## src/rtl/ce_pkg.sv

```systemverilog
// Shared encodings for the CE DCT->IDCT window stage.
// Mode values as carried on mode_in, frame-tracker states and error bit positions.
// No logic; imported by the window top and its gain helper.
package ce_pkg;

    typedef enum logic [1:0] {
        CE_WIN_BYPASS   = 2'b00,
        CE_WIN_RECT     = 2'b01,
        CE_WIN_TAPER    = 2'b10,
        CE_WIN_RECT_ALT = 2'b11
    } ce_win_mode_e;

    typedef enum logic {
        CE_IDLE  = 1'b0,
        CE_FRAME = 1'b1
    } ce_state_e;

    // source_error bit positions
    localparam int CE_ERR_LEN = 0;  // frame length mismatch / sop inside a frame
    localparam int CE_ERR_OOF = 1;  // beat accepted outside any frame

endpackage

```

## src/rtl/ce_win_gain.sv

```systemverilog
// Per-bin forward/reverse window gain from (index, frame length, clamped window length, mode).
// Latency: purely combinational.
// Backpressure: none; evaluated on whatever beat is presented.
module ce_win_gain
    import ce_pkg::*;
#(
    parameter int W_PTS      = 12,
    parameter int TAPER_LOG2 = 3,
    parameter int GW         = TAPER_LOG2 + 1
) (
    input  logic [W_PTS-1:0] k_i,
    input  logic [W_PTS-1:0] n_i,
    input  logic [W_PTS-1:0] le_i,
    input  logic [1:0]       mode_i,
    output logic [GW-1:0]    gf_o,
    output logic [GW-1:0]    gr_o
);

    localparam logic [W_PTS:0]  T_W = (W_PTS + 1)'(2 ** TAPER_LOG2);
    localparam logic [GW-1:0]   T_G = GW'(2 ** TAPER_LOG2);

    logic [W_PTS-1:0] rev_start;
    logic [W_PTS:0]   fwd_dist;
    logic [W_PTS:0]   rev_dist;

    // Distances to the window edges; le_i <= n_i so rev_start never underflows.
    always_comb begin
        rev_start = n_i - le_i;
        fwd_dist  = {1'b0, le_i} - {1'b0, k_i};
        rev_dist  = {1'b0, k_i} - {1'b0, rev_start} + (W_PTS + 1)'(1);
    end

    // Gain select: bypass = unity, rect = unity inside window, taper ramps over T bins at the edge.
    always_comb begin
        gf_o = '0;
        gr_o = '0;
        if (mode_i == CE_WIN_BYPASS) begin
            gf_o = T_G;
            gr_o = T_G;
        end else begin
            if (k_i < le_i) begin
                gf_o = (mode_i == CE_WIN_TAPER && fwd_dist < T_W) ? fwd_dist[GW-1:0] : T_G;
            end
            if (k_i >= rev_start) begin
                gr_o = (mode_i == CE_WIN_TAPER && rev_dist < T_W) ? rev_dist[GW-1:0] : T_G;
            end
        end
    end

endmodule

```

## src/rtl/ce_window_taper.sv

```systemverilog
// Windows forward/reversed DCT bins with run-time length and bypass/rect/taper mode.
// Latency: 2 accepted beats (S1 index+gain, S2 multiply+round).
// Backpressure: whole pipe advances on !source_valid | source_ready; sink_ready mirrors it.
module ce_window_taper
    import ce_pkg::*;
#(
    parameter int W_DATA     = 24,
    parameter int W_PTS      = 12,
    parameter int TAPER_LOG2 = 3
) (
    input  logic              clk,
    input  logic              rst_n,
    input  logic              sink_valid,
    output logic              sink_ready,
    input  logic [1:0]        sink_error,
    input  logic              sink_sop,
    input  logic              sink_eop,
    input  logic [W_DATA-1:0] sink_real,
    input  logic [W_DATA-1:0] sink_imag,
    input  logic [W_DATA-1:0] sink_real_rev,
    input  logic [W_DATA-1:0] sink_imag_rev,
    input  logic [W_PTS-1:0]  fftpts_in,
    input  logic [W_PTS-1:0]  win_len_in,
    input  logic [1:0]        mode_in,
    output logic              source_valid,
    input  logic              source_ready,
    output logic [1:0]        source_error,
    output logic              source_sop,
    output logic              source_eop,
    output logic [W_DATA-1:0] source_real,
    output logic [W_DATA-1:0] source_imag,
    output logic [W_DATA-1:0] source_real_rev,
    output logic [W_DATA-1:0] source_imag_rev,
    output logic [W_PTS-1:0]  fftpts_out
);

    localparam int GW = TAPER_LOG2 + 1;
    localparam int PW = W_DATA + TAPER_LOG2 + 1;
    localparam logic signed [PW-1:0] RND = PW'(2 ** (TAPER_LOG2 - 1));

    // Signed x*g with round-half-up; g <= T keeps the result inside W_DATA.
    function automatic logic [W_DATA-1:0] apply_gain(input logic [W_DATA-1:0] x,
                                                     input logic [GW-1:0]     g);
        logic signed [PW-1:0] p;
        p = $signed({{(PW - W_DATA){x[W_DATA-1]}}, x}) * $signed({{(PW - GW){1'b0}}, g});
        p = p + RND;
        return W_DATA'(p >>> TAPER_LOG2);
    endfunction

    logic en;
    logic acc;

    ce_state_e        state_q, state_d;
    logic [W_PTS-1:0] k_q, k_d;
    logic [W_PTS-1:0] n_q, n_d;
    logic [W_PTS-1:0] l_q, l_d;
    logic [1:0]       mode_q, mode_d;

    logic [W_PTS-1:0] k_cur, n_cur, l_cur, le_cur, last_idx;
    logic [1:0]       mode_cur;
    logic             in_frame;
    logic [1:0]       err_cur;
    logic [GW-1:0]    gf, gr;

    logic              s1_vld_q, s1_sop_q, s1_eop_q;
    logic [1:0]        s1_err_q;
    logic [W_PTS-1:0]  s1_n_q;
    logic [GW-1:0]     s1_gf_q, s1_gr_q;
    logic [W_DATA-1:0] s1_re_q, s1_im_q, s1_rre_q, s1_rim_q;

    logic              src_vld_q, src_sop_q, src_eop_q;
    logic [1:0]        src_err_q;
    logic [W_PTS-1:0]  src_n_q;
    logic [W_DATA-1:0] src_re_q, src_im_q, src_rre_q, src_rim_q;

    assign en         = !src_vld_q || source_ready;
    assign acc        = sink_valid && en;
    assign sink_ready = en;
    assign le_cur     = (l_cur < n_cur) ? l_cur : n_cur;

    // Per-beat frame context: sop beats use the live config, others the latched one.
    always_comb begin
        state_d  = state_q;
        k_d      = k_q;
        n_d      = n_q;
        l_d      = l_q;
        mode_d   = mode_q;
        k_cur    = k_q;
        n_cur    = n_q;
        l_cur    = l_q;
        mode_cur = mode_q;
        in_frame = 1'b0;
        err_cur  = sink_error;
        if (sink_sop) begin
            k_cur    = '0;
            n_cur    = fftpts_in;
            l_cur    = win_len_in;
            mode_cur = mode_in;
            in_frame = 1'b1;
            if (state_q == CE_FRAME) begin
                err_cur[CE_ERR_LEN] = 1'b1;
            end
        end else if (state_q == CE_FRAME) begin
            in_frame = 1'b1;
        end else begin
            err_cur[CE_ERR_OOF] = 1'b1;
        end
        last_idx = n_cur - W_PTS'(1);
        if (in_frame && (sink_eop ? (k_cur != last_idx) : (k_cur >= last_idx))) begin
            err_cur[CE_ERR_LEN] = 1'b1;
        end
        if (acc && in_frame) begin
            state_d = sink_eop ? CE_IDLE : CE_FRAME;
            k_d     = (k_cur == '1) ? k_cur : k_cur + W_PTS'(1);
            n_d     = n_cur;
            l_d     = l_cur;
            mode_d  = mode_cur;
        end
    end

    ce_win_gain #(
        .W_PTS      (W_PTS),
        .TAPER_LOG2 (TAPER_LOG2),
        .GW         (GW)
    ) u_gain (
        .k_i    (k_cur),
        .n_i    (n_cur),
        .le_i   (le_cur),
        .mode_i (mode_cur),
        .gf_o   (gf),
        .gr_o   (gr)
    );

    // Frame tracker FSM: index, latched config and IDLE/FRAME state.
    always_ff @(posedge clk or negedge rst_n) begin
        if (!rst_n) begin
            state_q <= CE_IDLE;
            k_q     <= '0;
            n_q     <= '0;
            l_q     <= '0;
            mode_q  <= '0;
        end else begin
            state_q <= state_d;
            k_q     <= k_d;
            n_q     <= n_d;
            l_q     <= l_d;
            mode_q  <= mode_d;
        end
    end

    // S1: capture samples with their gains; out-of-frame beats get zero gain.
    always_ff @(posedge clk or negedge rst_n) begin
        if (!rst_n) begin
            s1_vld_q <= 1'b0;
            s1_sop_q <= 1'b0;
            s1_eop_q <= 1'b0;
            s1_err_q <= '0;
            s1_n_q   <= '0;
            s1_gf_q  <= '0;
            s1_gr_q  <= '0;
            s1_re_q  <= '0;
            s1_im_q  <= '0;
            s1_rre_q <= '0;
            s1_rim_q <= '0;
        end else if (en) begin
            s1_vld_q <= sink_valid;
            if (sink_valid) begin
                s1_sop_q <= sink_sop;
                s1_eop_q <= sink_eop;
                s1_err_q <= err_cur;
                s1_n_q   <= n_cur;
                s1_gf_q  <= in_frame ? gf : '0;
                s1_gr_q  <= in_frame ? gr : '0;
                s1_re_q  <= sink_real;
                s1_im_q  <= sink_imag;
                s1_rre_q <= sink_real_rev;
                s1_rim_q <= sink_imag_rev;
            end
        end
    end

    // S2: scale by gain and round into the output register; holds while stalled.
    always_ff @(posedge clk or negedge rst_n) begin
        if (!rst_n) begin
            src_vld_q <= 1'b0;
            src_sop_q <= 1'b0;
            src_eop_q <= 1'b0;
            src_err_q <= '0;
            src_n_q   <= '0;
            src_re_q  <= '0;
            src_im_q  <= '0;
            src_rre_q <= '0;
            src_rim_q <= '0;
        end else if (en) begin
            src_vld_q <= s1_vld_q;
            if (s1_vld_q) begin
                src_sop_q <= s1_sop_q;
                src_eop_q <= s1_eop_q;
                src_err_q <= s1_err_q;
                src_n_q   <= s1_n_q;
                src_re_q  <= apply_gain(s1_re_q, s1_gf_q);
                src_im_q  <= apply_gain(s1_im_q, s1_gf_q);
                src_rre_q <= apply_gain(s1_rre_q, s1_gr_q);
                src_rim_q <= apply_gain(s1_rim_q, s1_gr_q);
            end
        end
    end

    assign source_valid    = src_vld_q;
    assign source_sop      = src_sop_q;
    assign source_eop      = src_eop_q;
    assign source_error    = src_err_q;
    assign fftpts_out      = src_n_q;
    assign source_real     = src_re_q;
    assign source_imag     = src_im_q;
    assign source_real_rev = src_rre_q;
    assign source_imag_rev = src_rim_q;

endmodule
```

## config.mk

```make
export PLATFORM = sky130hd
export DESIGN_NAME = ce_window_taper
export DESIGN_NICKNAME = d
export VERILOG_FILES = /design/src/rtl/ce_pkg.sv /design/src/rtl/ce_win_gain.sv /design/src/rtl/ce_window_taper.sv
export SDC_FILE = /design/constraint.sdc
export NUM_CORES = 1
export LEC_CHECK = 0
export CAP_MARGIN = 20
export CORE_MARGIN = 2
export CORE_UTILIZATION = 56
export DETAILED_ROUTE_END_ITERATION = 8
export MAX_ROUTING_LAYER = met4
export PLACE_DENSITY = 0.78
export SETUP_SLACK_MARGIN = 0.1
export SLEW_MARGIN = 30
export SYNTH_ARGS = -nofsm -noshare
export SYNTH_HDL_FRONTEND = slang
export SYNTH_SLANG_ARGS = --single-unit
export TNS_END_PERCENT = 5
```

## constraint.sdc

```tcl
create_clock -name clk -period 12.18 [get_ports clk]
set_clock_uncertainty 0.05 [all_clocks]
set_input_delay 3.654 -clock clk [delete_from_list [all_inputs] [get_ports clk]]
set_output_delay 3.654 -clock clk [all_outputs]
set_load 0.02 [all_outputs]
```

* Word-level counts from Yosys, hierarchy flattened
Cells that the tools add are included.
** Storage, ports and cells
- Bits in registers :: 273
- Bits of input ports :: 130
- Output and inout port bits :: 114
- Logic and storage cells :: 81
** Cells by class
- $add $sub $neg :: 10
- Multipliers :: 4
- Magnitude comparators :: 6
- Eq/ne operators :: 3
- Multiplexer cells :: 23
- Reductions and logical operators :: 10
** Operators with widths (number)
- adder 27 x 4 -> 27 bit, second input constant :: 4
- multiplier 24 x 5 -> 27 bit :: 4
- two-way mux 12 bit :: 5
- two-way mux 4 bit :: 8
- < comparator 13 x 4 -> 1 bit, second input constant :: 2
- subtractor 12 x 12 -> 13 bit :: 2
- >= comparator 12 bit :: 2
- < comparator 12 bit :: 2
- adder 13 x 1 -> 13 bit, second input constant :: 1
- adder 12 x 1 -> 12 bit, second input constant :: 1
- equality test 12 bit, second input constant :: 1
- != test 12 bit :: 1
- subtractor 12 x 1 -> 12 bit, second input constant :: 1
- subtractor 12 bit :: 1
- two-way mux 1 bit :: 9
- logical AND 1 bit :: 5
- AND reduction 2 bit :: 2
- equality test 2 bit, second input constant :: 1
- logical NOT 2 bit :: 1
- two-way mux 2 bit :: 1
- logical NOT 1 bit :: 1
- logical OR 1 bit :: 1

* Logic depth before layout (Yosys ltp)
- Word-level depth :: 12
- Mapped depth :: 35

* Modules after synthesis
A second synthesis with hierarchy kept.
** Unflattened totals
- Cells, all modules :: 3199
- Area total of the unflattened synthesis :: 26995.9 µm²
** Modules (own cells, without submodules)
- ce_window_taper :: times used 1, cells an instance 2891, area an instance 24755.0 µm²
- ce_win_gain :: times used 1, cells an instance 308, area an instance 2240.9 µm²

* Worst setup path after synthesis
Ideal clock, no wire load.
- Path kind :: input to register
- Start :: input sink_sop
- End :: register s1_gr_q[1]
- Arrival :: 10377 ps
- Required time :: 12064 ps
- Slack :: 1687 ps
- Cell stages on the path :: 35
- Cells stage by stage :: buf_2 > buf_1 > buf_1 > clkbuf_1 > mux2i_1 > inv_1 > ha_1 > a21oi_1 > o21ai_0 > a21o_1 > nor2_1 > clkbuf_1 > mux2i_1 > ha_1 > inv_1 > ha_1 > nor2_1 > o21a_1 > o21ai_0 > o2111a_1 > o21a_1 > o211a_1 > o21ai_0 > nand2b_1 > xnor2_1 > ha_1 > fa_1 > nor2_1 > mux2i_1 > o22ai_1 > nand4_1 > nor4_1 > o2111ai_1 > nor2_1 > a22o_1
** On the way
- Cells in the longest elaborated chain, start to end :: 12
** RTL lines
- start, declared :: line ce_window_taper.sv:16 : input logic sink_sop,
- two-way mux 12 bit * :: line ce_window_taper.sv:94 : if (sink_sop) begin
- named net l_cur[11] :: line ce_window_taper.sv:59 : logic [W_PTS-1:0] k_cur, n_cur, l_cur, le_cur, last_idx;
- < comparator 12 bit :: line ce_window_taper.sv:79 : assign le_cur = (l_cur < n_cur) ? l_cur : n_cur;
- two-way mux 12 bit * :: line ce_window_taper.sv:79
- subtractor 12 bit * :: line ce_win_gain.sv:28 : rev_start = n_i - le_i;
- subtractor 12 x 12 -> 13 bit :: line ce_win_gain.sv:30 : rev_dist = {1'b0, k_i} - {1'b0, rev_start} + (W_PTS + 1)'(1);
- adder 13 x 1 -> 13 bit :: line ce_win_gain.sv:30
- < comparator 13 x 4 -> 1 bit :: line ce_win_gain.sv:45 : gr_o = (mode_i == CE_WIN_TAPER && rev_dist < T_W) ? rev_dist[GW-1:0] : T_G;
- logical AND 1 bit :: line ce_win_gain.sv:45
- two-way mux 4 bit :: line ce_win_gain.sv:45
- two-way mux 4 bit * :: line ce_win_gain.sv:44 : if (k_i >= rev_start) begin
- two-way mux 4 bit * :: line ce_win_gain.sv:37 : if (mode_i == CE_WIN_BYPASS) begin
- two-way mux 4 bit * :: line ce_window_taper.sv:173 : s1_gr_q <= in_frame ? gr : '0;
- end signal, assigned :: line ce_window_taper.sv:173
- end, declared :: line ce_window_taper.sv:68 : logic [GW-1:0] s1_gf_q, s1_gr_q;
The timed path passes the listed nets; every way through them passes the cells marked *.
A chain may end at the register's enable or synchronous reset.

* Worst setup path in the final report
Ends and elaborated chain as after synthesis.

==> flow_summary_export.csv <==
group,metric,value,unit
run_status,status,"finished clean",
sta,tightest_slew,890,ps
clock_network,tritoncts,"yes",
setup_path,slowest_stage,"mux2i_1",
logic_synthesis,ys_warn_count,0,
logic_synthesis,yosys_register_bits,273,
floorplanning,rows,79,
routing,wl_per_cell,17.0,um
power,max-vdd-ir-drop,0.142,mV
clock_network,ctsResizeCount,0,
routing,antenna_left,0,
grt,grt_overflow_total,0,
logic_synthesis,syn_inst,3129,
logic_synthesis,yosysSeqAreaShare,0.259,
setup_path,crit_required,12610,ps
floorplanning,die_area,0.0489,mm^2
sta,period_share,0.821,
routing,drc_errors,0,
place,io_buffer_count,243,
clock_network,htree_levels,2,
power,p_seq_frac,0.293,
grt,grt_pass1_vias,22200,
sta,slew_viol_final,0,
hold_path,hp-class,"register to register",
grt,grt_max_degree,92,
floorplanning,die_h,221,um
power,pwr-share-clk,0.244,
power,power_leakage,15.8,nW
grt,antenna_found_initial,4,
setup_path,max_stage_delay,540,ps
clock_network,cts-root-buf,"clkbuf_16",
place,dp_hpwl,51.5,mm
job,max-cap-violations,0,
setup_path,worstSetupStartpointType,"input pin",
logic_synthesis,synthFlopType,"dfrtp_1",
setup_path,path_class,"input pin to register",
layout,multiInputGateArea,0.0175,mm^2
logic_synthesis,synth_area_per_cell,8.44,um^2
sta,worst_slack,2180,ps
sta,finalCriticalPeriod,10000,ps
place,pre_cts_ws,1410,ps
power,power.share.switching,0.404,
layout,area_growth,15.7,%
logic_synthesis,synth_cell_types,75,
layout,regArea,0.00683,mm^2
routing,drt-vias-per-instance,5.47,
layout,drive_above_1_share,0.0455,
routing,drt-initial-drc-count,1274,
setup_path,critPathCaptureType,"register",
floorplanning,die_width,221,um
floorplanning,coreArea,0.0466,mm^2
power,internal_power,0.00257,W
sta,finalHoldViolations,0,
routing,vias,21600,
logic_synthesis,synth_edf_count,0,
setup_path,path_max_fanout,48,
clock_network,clock_sinks,273,
setup_path,arrival,10430,ps
grt,grtUsageTotal,0.289,
layout,final_cell_mix,"628 x nand2_1, 449 x inv_1, 280 x and2_1, 273 x ha_1, 273 x dfrtp_1",
setup_path,path_delay_family,"compound AO/OA/AOI/OAI gates",
power,p_comb_frac,0.463,
logic_synthesis,syn-num-nets,3718,
layout,final_common_cell,"nand2_1",
clock_network,cts_buffers,35,
clock_network,worstSkewPairLatency,550,ps
power,p_switching,0.00174,W
sta,grt_setup_unrepaired,"no",
floorplanning,ioPinCount,244,
clock_network,cts_setup_buffers,0,
power,power_density,141,mW/mm^2
grt,grt_pass1_wl,112,mm
routing,drt-total-wl,67.4,mm
clock_network,cts.clk_slew.worst_paths,60,ps
setup_path,cp_num_buf_inv,5,
sta,fmax,100,MHz
layout,n_fill_cell,3872,
sta,relSlewSlack,0.406,
place,gp_congestion,0.952,
sta,setup_viol,0,
floorplanning,initial_core_util,0.568,
layout,layout.nets,3910,
sta,tns,0,ps
logic_synthesis,async_flop_share,1.00,
logic_synthesis,syn_area,0.0264,mm^2
routing,drtPass1Iterations,7,
clock_network,clock_path_buffers,3,
clock_network,hold_buffers,0,
[layout make-up]
| class | instances | share of cell area |
|---|---|---|
| Clock buffer | 49 | 0.0340 |
| Multi-Input combinational cell | 2292 | 0.572 |
| Timing Repair Buffer | 269 | 0.0865 |
| Clock inverter | 10 | 0.00348 |
| Tap cell | 607 | 0.0248 |
| Sequential cell | 273 | 0.223 |
| Antenna cell | 4 | 0.000327 |
| Inverter | 450 | 0.0552 |
[worst register-to-register path: cells and delay by family, from the launching register on]
kind                       cells  cell delay (ps)
xor gates and xnor gates       1              140
AOI/OAI and AO/OA             11             1840
buffers and inverters          4              590
and+or+nand+nor                8             1470
adders and majority gates      5             1430
DFF                            1              380
muxes                          2              670
[cells in the mapped netlist, types with 20 or more instances]
cell type | n | area [um^2]
nor2_1 | 61 | 229
fa_1 | 186 | 3720
o21ai_0 | 177 | 886
inv_1 | 449 | 1690
dfrtp_1 | 273 | 6830
mux2i_1 | 21 | 210
nand2_1 | 630 | 2360
nand3_1 | 32 | 160
a21oi_1 | 101 | 505
clkbuf_1 | 102 | 383
nand2b_1 | 28 | 175
mux2_2 | 34 | 383
and2_1 | 281 | 1760
ha_1 | 273 | 3420
o31ai_1 | 20 | 150
xor2_1 | 56 | 490
nor3_1 | 33 | 165
a21o_1 | 39 | 293
o21bai_1 | 26 | 195
xnor2_1 | 87 | 762
[worst paths after layout]
kind / startpoint / end / slack, ps / cells past startpoint
setup / recovery: sink_sop / s1_gr_q[1]$_DFFE_PN0P_ / 2180 / 32
hold / removal: l_q[8]$_DFFE_PN0P_ / l_q[8]$_DFFE_PN0P_ / 420 / 2
setup reg to reg: l_q[3]$_DFFE_PN0P_ / s1_gr_q[1]$_DFFE_PN0P_ / 5560 / 31
hold reg to reg: l_q[8]$_DFFE_PN0P_ / l_q[8]$_DFFE_PN0P_ / 420 / 2
max in group asynchronous: rst_n / s1_gf_q[2]$_DFFE_PN0P_ / 7390 / 3
min in group asynchronous: rst_n / source_imag[12]$_DFFE_PN0P_ / 2990 / 1
[routing by layer]
layer | share of wire | GRT usage | up-vias
met5 | 0 | - | -
met4 | 0.034 | 0.0989 | 0
met3 | 0.056 | 0.0457 | 134
met2 | 0.48 | 0.477 | 492
met1 | 0.43 | 0.362 | 10600
li1 | - | - | 10400
[stage by stage]
| stage | cells | total power [W] | hold WS [ps] | util | cell area [um^2] |
|---|---|---|---|---|---|
| after detailed placement | 3891 | 0.00324 | 408 | 0.632 | 29400 |
| after global placement | 3891 | 0.00320 | 396 | 0.631 | 29400 |
| after CTS | 3950 | 0.00433 | 420 | 0.656 | 30600 |
| after global routing | 3954 | 0.00461 | 443 | 0.657 | 30600 |
| final | 3954 | 0.00430 | 421 | 0.657 | 30600 |
| after floorplan | 3129 | 0.00256 | 385 | - | 26400 |
[registers in the layout, indices dropped and copies added (netlist names), 2 cells and up]
name and flops:
s1_im_q 24, s1_re_q 24, s1_rim_q 24, s1_rre_q 24
source_imag 24, source_imag_rev 24, source_real 24, source_real_rev 24
fftpts_out 12, k_q 12, l_q 12, n_q 12
s1_n_q 12, s1_gf_q 4, s1_gr_q 4, mode_q 2
s1_err_q 2, source_error 2
[logic make-up (layout without fill, tap and decap cells)]
group | after synthesis | in the layout | synth area share
other cells | 0 | 4 | 0
fa+ha+maj | 460 | 460 | 0.271
mux | 55 | 55 | 0.0224
xor+xnor | 143 | 143 | 0.0474
flops | 273 | 273 | 0.259
buf+inv | 564 | 778 | 0.0803
compound gates | 489 | 489 | 0.116
simple gates | 1145 | 1145 | 0.205
[power by group through the flow]
stage                     clock [W]  combinational, W  sequential [W]
after floorplan                   0           0.00122         0.00134
after global placement            0           0.00193         0.00126
after global routing        0.00110           0.00222         0.00129
after CTS                   0.00107           0.00199         0.00126
after detailed placement          0           0.00197         0.00127
final                       0.00105           0.00199         0.00126
Note: power is estimated with default switching activity, not from simulation.
